<file path="src/rtl/mcu_control_sequencer_if.sv">
// ----------------------------------------------------------------------------
// mcu_control_sequencer_if
// Memory handshake bundle between the control sequencer and the instruction /
// data memories.
//   imem_req  : instruction fetch request, held until imem_ack
//   imem_ack  : instruction word valid on instr_in this cycle
//   instr_in  : fetched 16-bit instruction word
//   dmem_req  : data memory request, held until dmem_ack
//   dmem_we   : 1 = store, 0 = load; meaningful while dmem_req=1
//   dmem_ack  : data access complete
// Modports: master = sequencer side, slave = memory side.
// ----------------------------------------------------------------------------
interface mcu_control_sequencer_if;
  logic        imem_req;
  logic        imem_ack;
  logic [15:0] instr_in;
  logic        dmem_req;
  logic        dmem_we;
  logic        dmem_ack;

  modport master (
    output imem_req,
    output dmem_req,
    output dmem_we,
    input  imem_ack,
    input  instr_in,
    input  dmem_ack
  );

  modport slave (
    input  imem_req,
    input  dmem_req,
    input  dmem_we,
    output imem_ack,
    output instr_in,
    output dmem_ack
  );
endinterface

</file>
<file path="src/rtl/mcu_control_sequencer.sv">
// ----------------------------------------------------------------------------
// mcu_control_sequencer
// Multi-cycle fetch/decode/execute/memory/writeback sequencer for the 16-bit
// MCU core. Handshakes with instruction and data memory and pulses the
// datapath enables. Opcode 4'hF parks the core in HALT until reset.
//
// Parameters
//   TIMEOUT : cycles to wait for a memory ack before flagging bus_err (>=2)
//   CNT_W   : width of the retired-instruction counter
// Ports
//   clk, rst   : rising-edge clock, synchronous active-high reset
//   run        : permission to start a new fetch
//   bus        : memory handshake bundle (master side)
//   zero_flag  : ALU zero flag, consulted by BEQ in EXEC
//   ir_load, alu_en, reg_we, pc_inc, pc_load : single-cycle datapath pulses
//   halted     : core is parked in HALT
//   bus_err    : sticky, a memory ack timed out
//   illegal_op : sticky, an undefined opcode was executed
//   retired    : retired-instruction count, wraps
//   state_o    : current state encoding for debug
// ----------------------------------------------------------------------------
module mcu_control_sequencer #(
  parameter int TIMEOUT = 16,
  parameter int CNT_W   = 16
) (
  input  logic                        clk,
  input  logic                        rst,
  input  logic                        run,
  mcu_control_sequencer_if.master     bus,
  input  logic                        zero_flag,
  output logic                        ir_load,
  output logic                        alu_en,
  output logic                        reg_we,
  output logic                        pc_inc,
  output logic                        pc_load,
  output logic                        halted,
  output logic                        bus_err,
  output logic                        illegal_op,
  output logic [CNT_W-1:0]            retired,
  output logic [2:0]                  state_o
);

  localparam logic [2:0] S_FETCH  = 3'd0;
  localparam logic [2:0] S_DECODE = 3'd1;
  localparam logic [2:0] S_EXEC   = 3'd2;
  localparam logic [2:0] S_MEM    = 3'd3;
  localparam logic [2:0] S_WB     = 3'd4;
  localparam logic [2:0] S_HALT   = 3'd5;

  localparam logic [3:0] OP_LOAD  = 4'h8;
  localparam logic [3:0] OP_STORE = 4'h9;
  localparam logic [3:0] OP_JMP   = 4'hA;
  localparam logic [3:0] OP_BEQ   = 4'hB;
  localparam logic [3:0] OP_HALT  = 4'hF;

  // Wait counter holds the number of unacknowledged request cycles already
  // seen; it reaches TIMEOUT-1 at the start of the last cycle an ack may come.
  localparam int              WAIT_W    = $clog2(TIMEOUT);
  localparam logic [WAIT_W-1:0] WAIT_LAST = WAIT_W'(TIMEOUT - 1);

  logic [2:0]        state;
  logic [3:0]        opcode;
  logic              imem_req_q;
  logic [WAIT_W-1:0] wait_cnt;

  logic req_active;
  logic ack_sel;
  logic timeout_hit;
  logic retire_now;

  assign bus.imem_req = imem_req_q;
  assign bus.dmem_req = (state == S_MEM);
  assign bus.dmem_we  = (state == S_MEM) && (opcode == OP_STORE);

  assign halted  = (state == S_HALT);
  assign state_o = state;

  // One shared wait counter serves both handshakes: only one is ever open.
  assign req_active  = ((state == S_FETCH) && imem_req_q) || (state == S_MEM);
  assign ack_sel     = (state == S_MEM) ? bus.dmem_ack : bus.imem_ack;
  assign timeout_hit = req_active && !ack_sel && (wait_cnt == WAIT_LAST);
  assign retire_now  = pc_inc || pc_load;

  // Datapath pulses are decoded from the current state; reset suppresses
  // them so nothing fires in the cycle a reset is being taken.
  // NOTE: every output gets a default before the case so no path leaves one
  // unassigned, which would otherwise infer a latch.
  always_comb begin
    ir_load = 1'b0;
    alu_en  = 1'b0;
    reg_we  = 1'b0;
    pc_inc  = 1'b0;
    pc_load = 1'b0;
    if (!rst) begin
      case (state)
        S_FETCH: ir_load = imem_req_q && bus.imem_ack;
        S_EXEC: begin
          case (opcode)
            4'h1, 4'h2, 4'h3, 4'h4, 4'h5, 4'h6, 4'h7: alu_en = 1'b1;
            OP_LOAD, OP_STORE: ;
            OP_JMP: pc_load = 1'b1;
            OP_BEQ: begin
              pc_load = zero_flag;
              pc_inc  = !zero_flag;
            end
            default: pc_inc = 1'b1;   // NOP and the undefined opcodes
          endcase
        end
        S_MEM: pc_inc = bus.dmem_ack && (opcode == OP_STORE);
        S_WB: begin
          reg_we = 1'b1;
          pc_inc = 1'b1;
        end
        default: ;
      endcase
    end
  end

  // NOTE: state registers use non-blocking assignments so every register
  // samples the pre-edge values, independent of statement order.
  always_ff @(posedge clk) begin
    if (rst) begin
      state      <= S_FETCH;
      opcode     <= 4'h0;
      imem_req_q <= 1'b0;
      wait_cnt   <= '0;
      bus_err    <= 1'b0;
      illegal_op <= 1'b0;
      retired    <= '0;
    end else begin
      retired <= retired + CNT_W'(retire_now);

      case (state)
        S_FETCH: begin
          if (imem_req_q) begin
            // Once raised, the request stays up regardless of run.
            if (bus.imem_ack) begin
              imem_req_q <= 1'b0;
              opcode     <= bus.instr_in[15:12];
              wait_cnt   <= '0;
              state      <= S_DECODE;
            end else if (timeout_hit) begin
              imem_req_q <= 1'b0;
              wait_cnt   <= '0;
              bus_err    <= 1'b1;
              state      <= S_HALT;
            end else begin
              wait_cnt <= wait_cnt + 1'b1;
            end
          end else if (run) begin
            imem_req_q <= 1'b1;
          end
        end

        S_DECODE: state <= (opcode == OP_HALT) ? S_HALT : S_EXEC;

        S_EXEC: begin
          case (opcode)
            4'h1, 4'h2, 4'h3, 4'h4, 4'h5, 4'h6, 4'h7: state <= S_WB;
            OP_LOAD, OP_STORE: state <= S_MEM;
            4'hC, 4'hD, 4'hE: begin
              illegal_op <= 1'b1;
              state      <= S_FETCH;
            end
            default: state <= S_FETCH;
          endcase
        end

        S_MEM: begin
          if (bus.dmem_ack) begin
            wait_cnt <= '0;
            state    <= (opcode == OP_LOAD) ? S_WB : S_FETCH;
          end else if (timeout_hit) begin
            wait_cnt <= '0;
            bus_err  <= 1'b1;
            state    <= S_HALT;
          end else begin
            wait_cnt <= wait_cnt + 1'b1;
          end
        end

        S_WB:    state <= S_FETCH;
        S_HALT:  state <= S_HALT;
        default: state <= S_FETCH;   // unused encodings recover to FETCH
      endcase
    end
  end

endmodule

</file>
<file path="src/flat_wrapper.sv">
// flat-port wrapper written by rule: the top's interface ports become plain ports
module mcu_control_sequencer_flat 
#(
  parameter int TIMEOUT = 16,
  parameter int CNT_W   = 16
)
  (clk, rst, run, zero_flag, ir_load, alu_en, reg_we, pc_inc, pc_load, halted, bus_err, illegal_op, retired, state_o, bus_imem_req, bus_dmem_req, bus_dmem_we, bus_imem_ack, bus_instr_in, bus_dmem_ack);
  mcu_control_sequencer_if bus_i ();
  input  logic clk;
  input  logic rst;
  input  logic run;
  input  logic zero_flag;
  output logic ir_load;
  output logic alu_en;
  output logic reg_we;
  output logic pc_inc;
  output logic pc_load;
  output logic halted;
  output logic bus_err;
  output logic illegal_op;
  output logic [CNT_W-1:0] retired;
  output logic [2:0] state_o;
  output wire logic [$bits(bus_i.imem_req)-1:0] bus_imem_req;
  output wire logic [$bits(bus_i.dmem_req)-1:0] bus_dmem_req;
  output wire logic [$bits(bus_i.dmem_we)-1:0] bus_dmem_we;
  input wire logic [$bits(bus_i.imem_ack)-1:0] bus_imem_ack;
  input wire logic [$bits(bus_i.instr_in)-1:0] bus_instr_in;
  input wire logic [$bits(bus_i.dmem_ack)-1:0] bus_dmem_ack;
  assign bus_imem_req = bus_i.imem_req;
  assign bus_dmem_req = bus_i.dmem_req;
  assign bus_dmem_we = bus_i.dmem_we;
  assign bus_i.imem_ack = bus_imem_ack;
  assign bus_i.instr_in = bus_instr_in;
  assign bus_i.dmem_ack = bus_dmem_ack;
  mcu_control_sequencer #(.TIMEOUT(TIMEOUT), .CNT_W(CNT_W)) u_core (.clk(clk), .rst(rst), .run(run), .bus(bus_i), .zero_flag(zero_flag), .ir_load(ir_load), .alu_en(alu_en), .reg_we(reg_we), .pc_inc(pc_inc), .pc_load(pc_load), .halted(halted), .bus_err(bus_err), .illegal_op(illegal_op), .retired(retired), .state_o(state_o));
endmodule
</file>
<file path="config.mk">
export PLATFORM = sky130hd
export DESIGN_NAME = mcu_control_sequencer_flat
export DESIGN_NICKNAME = d
export VERILOG_FILES = /design/src/rtl/mcu_control_sequencer_if.sv /design/src/rtl/mcu_control_sequencer.sv /design/src/flat_wrapper.sv
export SDC_FILE = /design/constraint.sdc
export NUM_CORES = 1
export LEC_CHECK = 0
export ABC_AREA = 1
export CAP_MARGIN = 20
export CELL_PAD_IN_SITES_DETAIL_PLACEMENT = 0
export CELL_PAD_IN_SITES_GLOBAL_PLACEMENT = 1
export CORE_ASPECT_RATIO = 1.5
export CORE_MARGIN = 2
export CORE_UTILIZATION = 31
export DETAILED_ROUTE_END_ITERATION = 6
export GPL_ROUTABILITY_DRIVEN = 0
export HOLD_SLACK_MARGIN = 0.1
export PLACE_DENSITY = 0.76
export SETUP_SLACK_MARGIN = 0.15
export SLEW_MARGIN = 25
export SYNTH_ARGS = -nofsm -noshare
export SYNTH_HDL_FRONTEND = slang
export SYNTH_SLANG_ARGS = --single-unit
</file>
<file path="constraint.sdc">
create_clock -name clk -period 2.4 [get_ports clk]
set_input_delay 0.48 -clock clk [delete_from_list [all_inputs] [get_ports clk]]
set_output_delay 0.48 -clock clk [all_outputs]
set_load 0.01 [all_outputs]
</file>
==> run metrics <==
status=finished, final reports clean; worst hold slack=0.473 ns; Max clock buf depth=2; Post-Syn Area=1570 sq um; IO Port Bufs=39; drt via density=4.57; Syn Nets=247; Ports=52; r2r worst-path depth=14; met3 GRT Util=3.10%; Final period util=90.8%; cells after synthesis=222; crit path time final=2.18 ns; Clock Sink Count=30; FMAX=459 MHz; EDFF count, synth=0; Initial Utilization=32.4%; Static Leak=0.000906 uW; dpl cells=336; ANT cells=0; core area=4850 sq um; Core Util, Final=48.1%; # fillers=515; Die Area=5670 sq um; Distinct cells, synth=29; largest net degree at the start of global routing=15; sequential fraction of the synthesis area=38.2%; final hold viol count=0; Worst VDD drop=0.345 mV; commonest non-fill, non-tap cell in the layout=nand2_1; RSZ-0062 raised after global routing=false; 1st-iter DRT viols=57; Syn. warnings=0; Remaining Overflow, GRT=0; grt met2 use=29.0%; Slew Limit Fails=0; TritonRoute pass-1 iters=4; r2r startpoint=u_core.opcode[2]; DR DRC count=0; CP Launch Type=flop; final setup violation count=0; GR peak layer=met2; worst skew pair latency=0.28 ns; clock root cell=clkbuf_8; vias in the first global route=1606; initial antenna violation count=0; crit path DAT=1.70 ns; total number of vias=1601; ys async rst share=0%; Pwr Density=458 nW/um^2; met1 GRT Util=15.1%; ys flop type=dfxtp_1; max cap viols=0; layout cells sized above 1=24.3%; Worst EP required=1.92 ns; H-tree Lvls=2; HP Start=u_core.bus_err; worst r2r dst=u_core.retired[12]; first-pass GRT wire length=6.78 mm; Die Wd=62.2 microns; relative slew slack=80.3%; Nets=308; CTS buffer count=5; Antenna Nets Post-Route=0; leading cell types in the layout, fill and taps excluded=41 x nand2_1, 32 x clkdlybuf4s50_1, 24 x inv_1, 24 x nor2_1, 24 x dfxtp_1; Layout Area Growth over Synthesis=48.3%; Yosys reg bits=30; Worst-Margin Slew=0.295 ns; # hold bufs at CTS=0; hold endpoint=u_core.bus_err; largest fanout on the critical path=4; Routed wire per std cell=11.2 microns; hold depth=2; Std-Cell Rows=31; CP Capture Type=output pin; syn avg cell area=7.08 sq um; Worst-path clk slew=0.06 ns; final wirelength=3.92 mm; post-route design area=2330 sq um; Hold WC Path Type=reg2reg; CP Class=reg2out; Final Skew=0.00654 ns; post-route insts no fill=350; DPL Wire Length=3.02 mm; die height=91.2 microns; Worst R2R Setup Slack=0.33 ns; Global Route Usage Sum=15.0%; placed inst area=2120 sq um; CTS tree=yes
registers in the layout, indices dropped and copies added (netlist names):
name,count
u_core.bus.imem_req,1
u_core.bus_err,1
u_core.illegal_op,1
u_core.opcode,4
u_core.retired,16
u_core.state_o,3
u_core.wait_cnt,4
through the flow:
step	setup WS, ns	total power, uW	TNS [ns]
after detailed placement	-0.167	654	-0.640
after global routing	0.162	1120	0
after CTS	0.0808	1080	0
after global placement	-0.187	654	-0.790
final	0.220	1070	0
after floorplan	0.271	601	0
cell type report:
cell class | count | area, sq um | area share, %
Inverter | 32 | 120 | 5.15
Timing Repair Buffer | 57 | 528 | 22.6
Multi-Input combinational cell | 157 | 900 | 38.6
Sequential cell | 30 | 611 | 26.2
Tap cell | 66 | 82.6 | 3.54
Clock buffer | 7 | 86.3 | 3.70
Clock inverter | 1 | 5.00 | 0.215
power by group:
part / switching, uW / internal [uW]
Combinational: 68.0 / 55.1
Sequential: 13.5 / 508
Clock: 193 / 231
worst max-delay path by stage:
stage / startpoint / endpoint / cells after the start
after floorplan: rst / u_core.retired[12] / 14
after detailed placement: zero_flag / u_core.retired[12] / 15
after global routing: u_core.state_o[2] / bus_dmem_we / 5
final: u_core.state_o[2] / bus_dmem_we / 5
after global placement: zero_flag / u_core.retired[12] / 15
after CTS: bus_imem_ack / ir_load / 6
worst max-delay path, stage by stage (launching register included):
cell	delay, ns
dfxtp_2	0.34
inv_2	0.10
nand3_2	0.10
buf_4	0.16
nor3_1	0.15
clkdlybuf4s50_1	0.57
cell usage after synthesis (2+ instances only):
| cell type | count | area (sq um) |
|---|---|---|
| a21oi_1 | 15 | 75.1 |
| a21oi_2 | 2 | 17.5 |
| buf_2 | 2 | 10.0 |
| dfxtp_1 | 30 | 601 |
| ha_1 | 3 | 37.5 |
| inv_1 | 27 | 101 |
| inv_2 | 5 | 18.8 |
| nand2_1 | 44 | 165 |
| nand2_2 | 2 | 12.5 |
| nand3_1 | 12 | 60.1 |
| nand3_2 | 6 | 60.1 |
| nand4_1 | 4 | 25.0 |
| nor2_1 | 25 | 93.8 |
| nor2_2 | 3 | 18.8 |
| nor2_4 | 4 | 45.0 |
| nor3_1 | 6 | 30.0 |
| o21a_1 | 2 | 15.0 |
| o21ai_0 | 15 | 75.1 |
| o221ai_1 | 2 | 17.5 |
| or2_0 | 3 | 18.8 |
| xor2_1 | 2 | 17.5 |
cells by family after synthesis:
logic type	after synthesis	share of synthesized area [%]
DFF	30	38.2
and+or+nand+nor	111	34.7
AOI/OAI and AO/OA	40	14.6
adders and majority gates	3	2.39
buffers and inverters	35	8.51
xor gates and xnor gates	3	1.67
layer usage:
metal,vias up,routed length (microns)
met4,0,114
met5,-,0
met3,9,145
met2,38,2120
met1,711,1540
li1,843,-
what timing repair did:
item / in CTS / in global routing
cloned: 0 / 0
endpoints found under the hold margin: 0 / 0
setup buffers: 3 / 3
endpoints found under the setup margin: 7 / 15
gates resized for setup: 13 / 20
pin swaps: 3 / 7
Power figures use the tool's default switching activity.
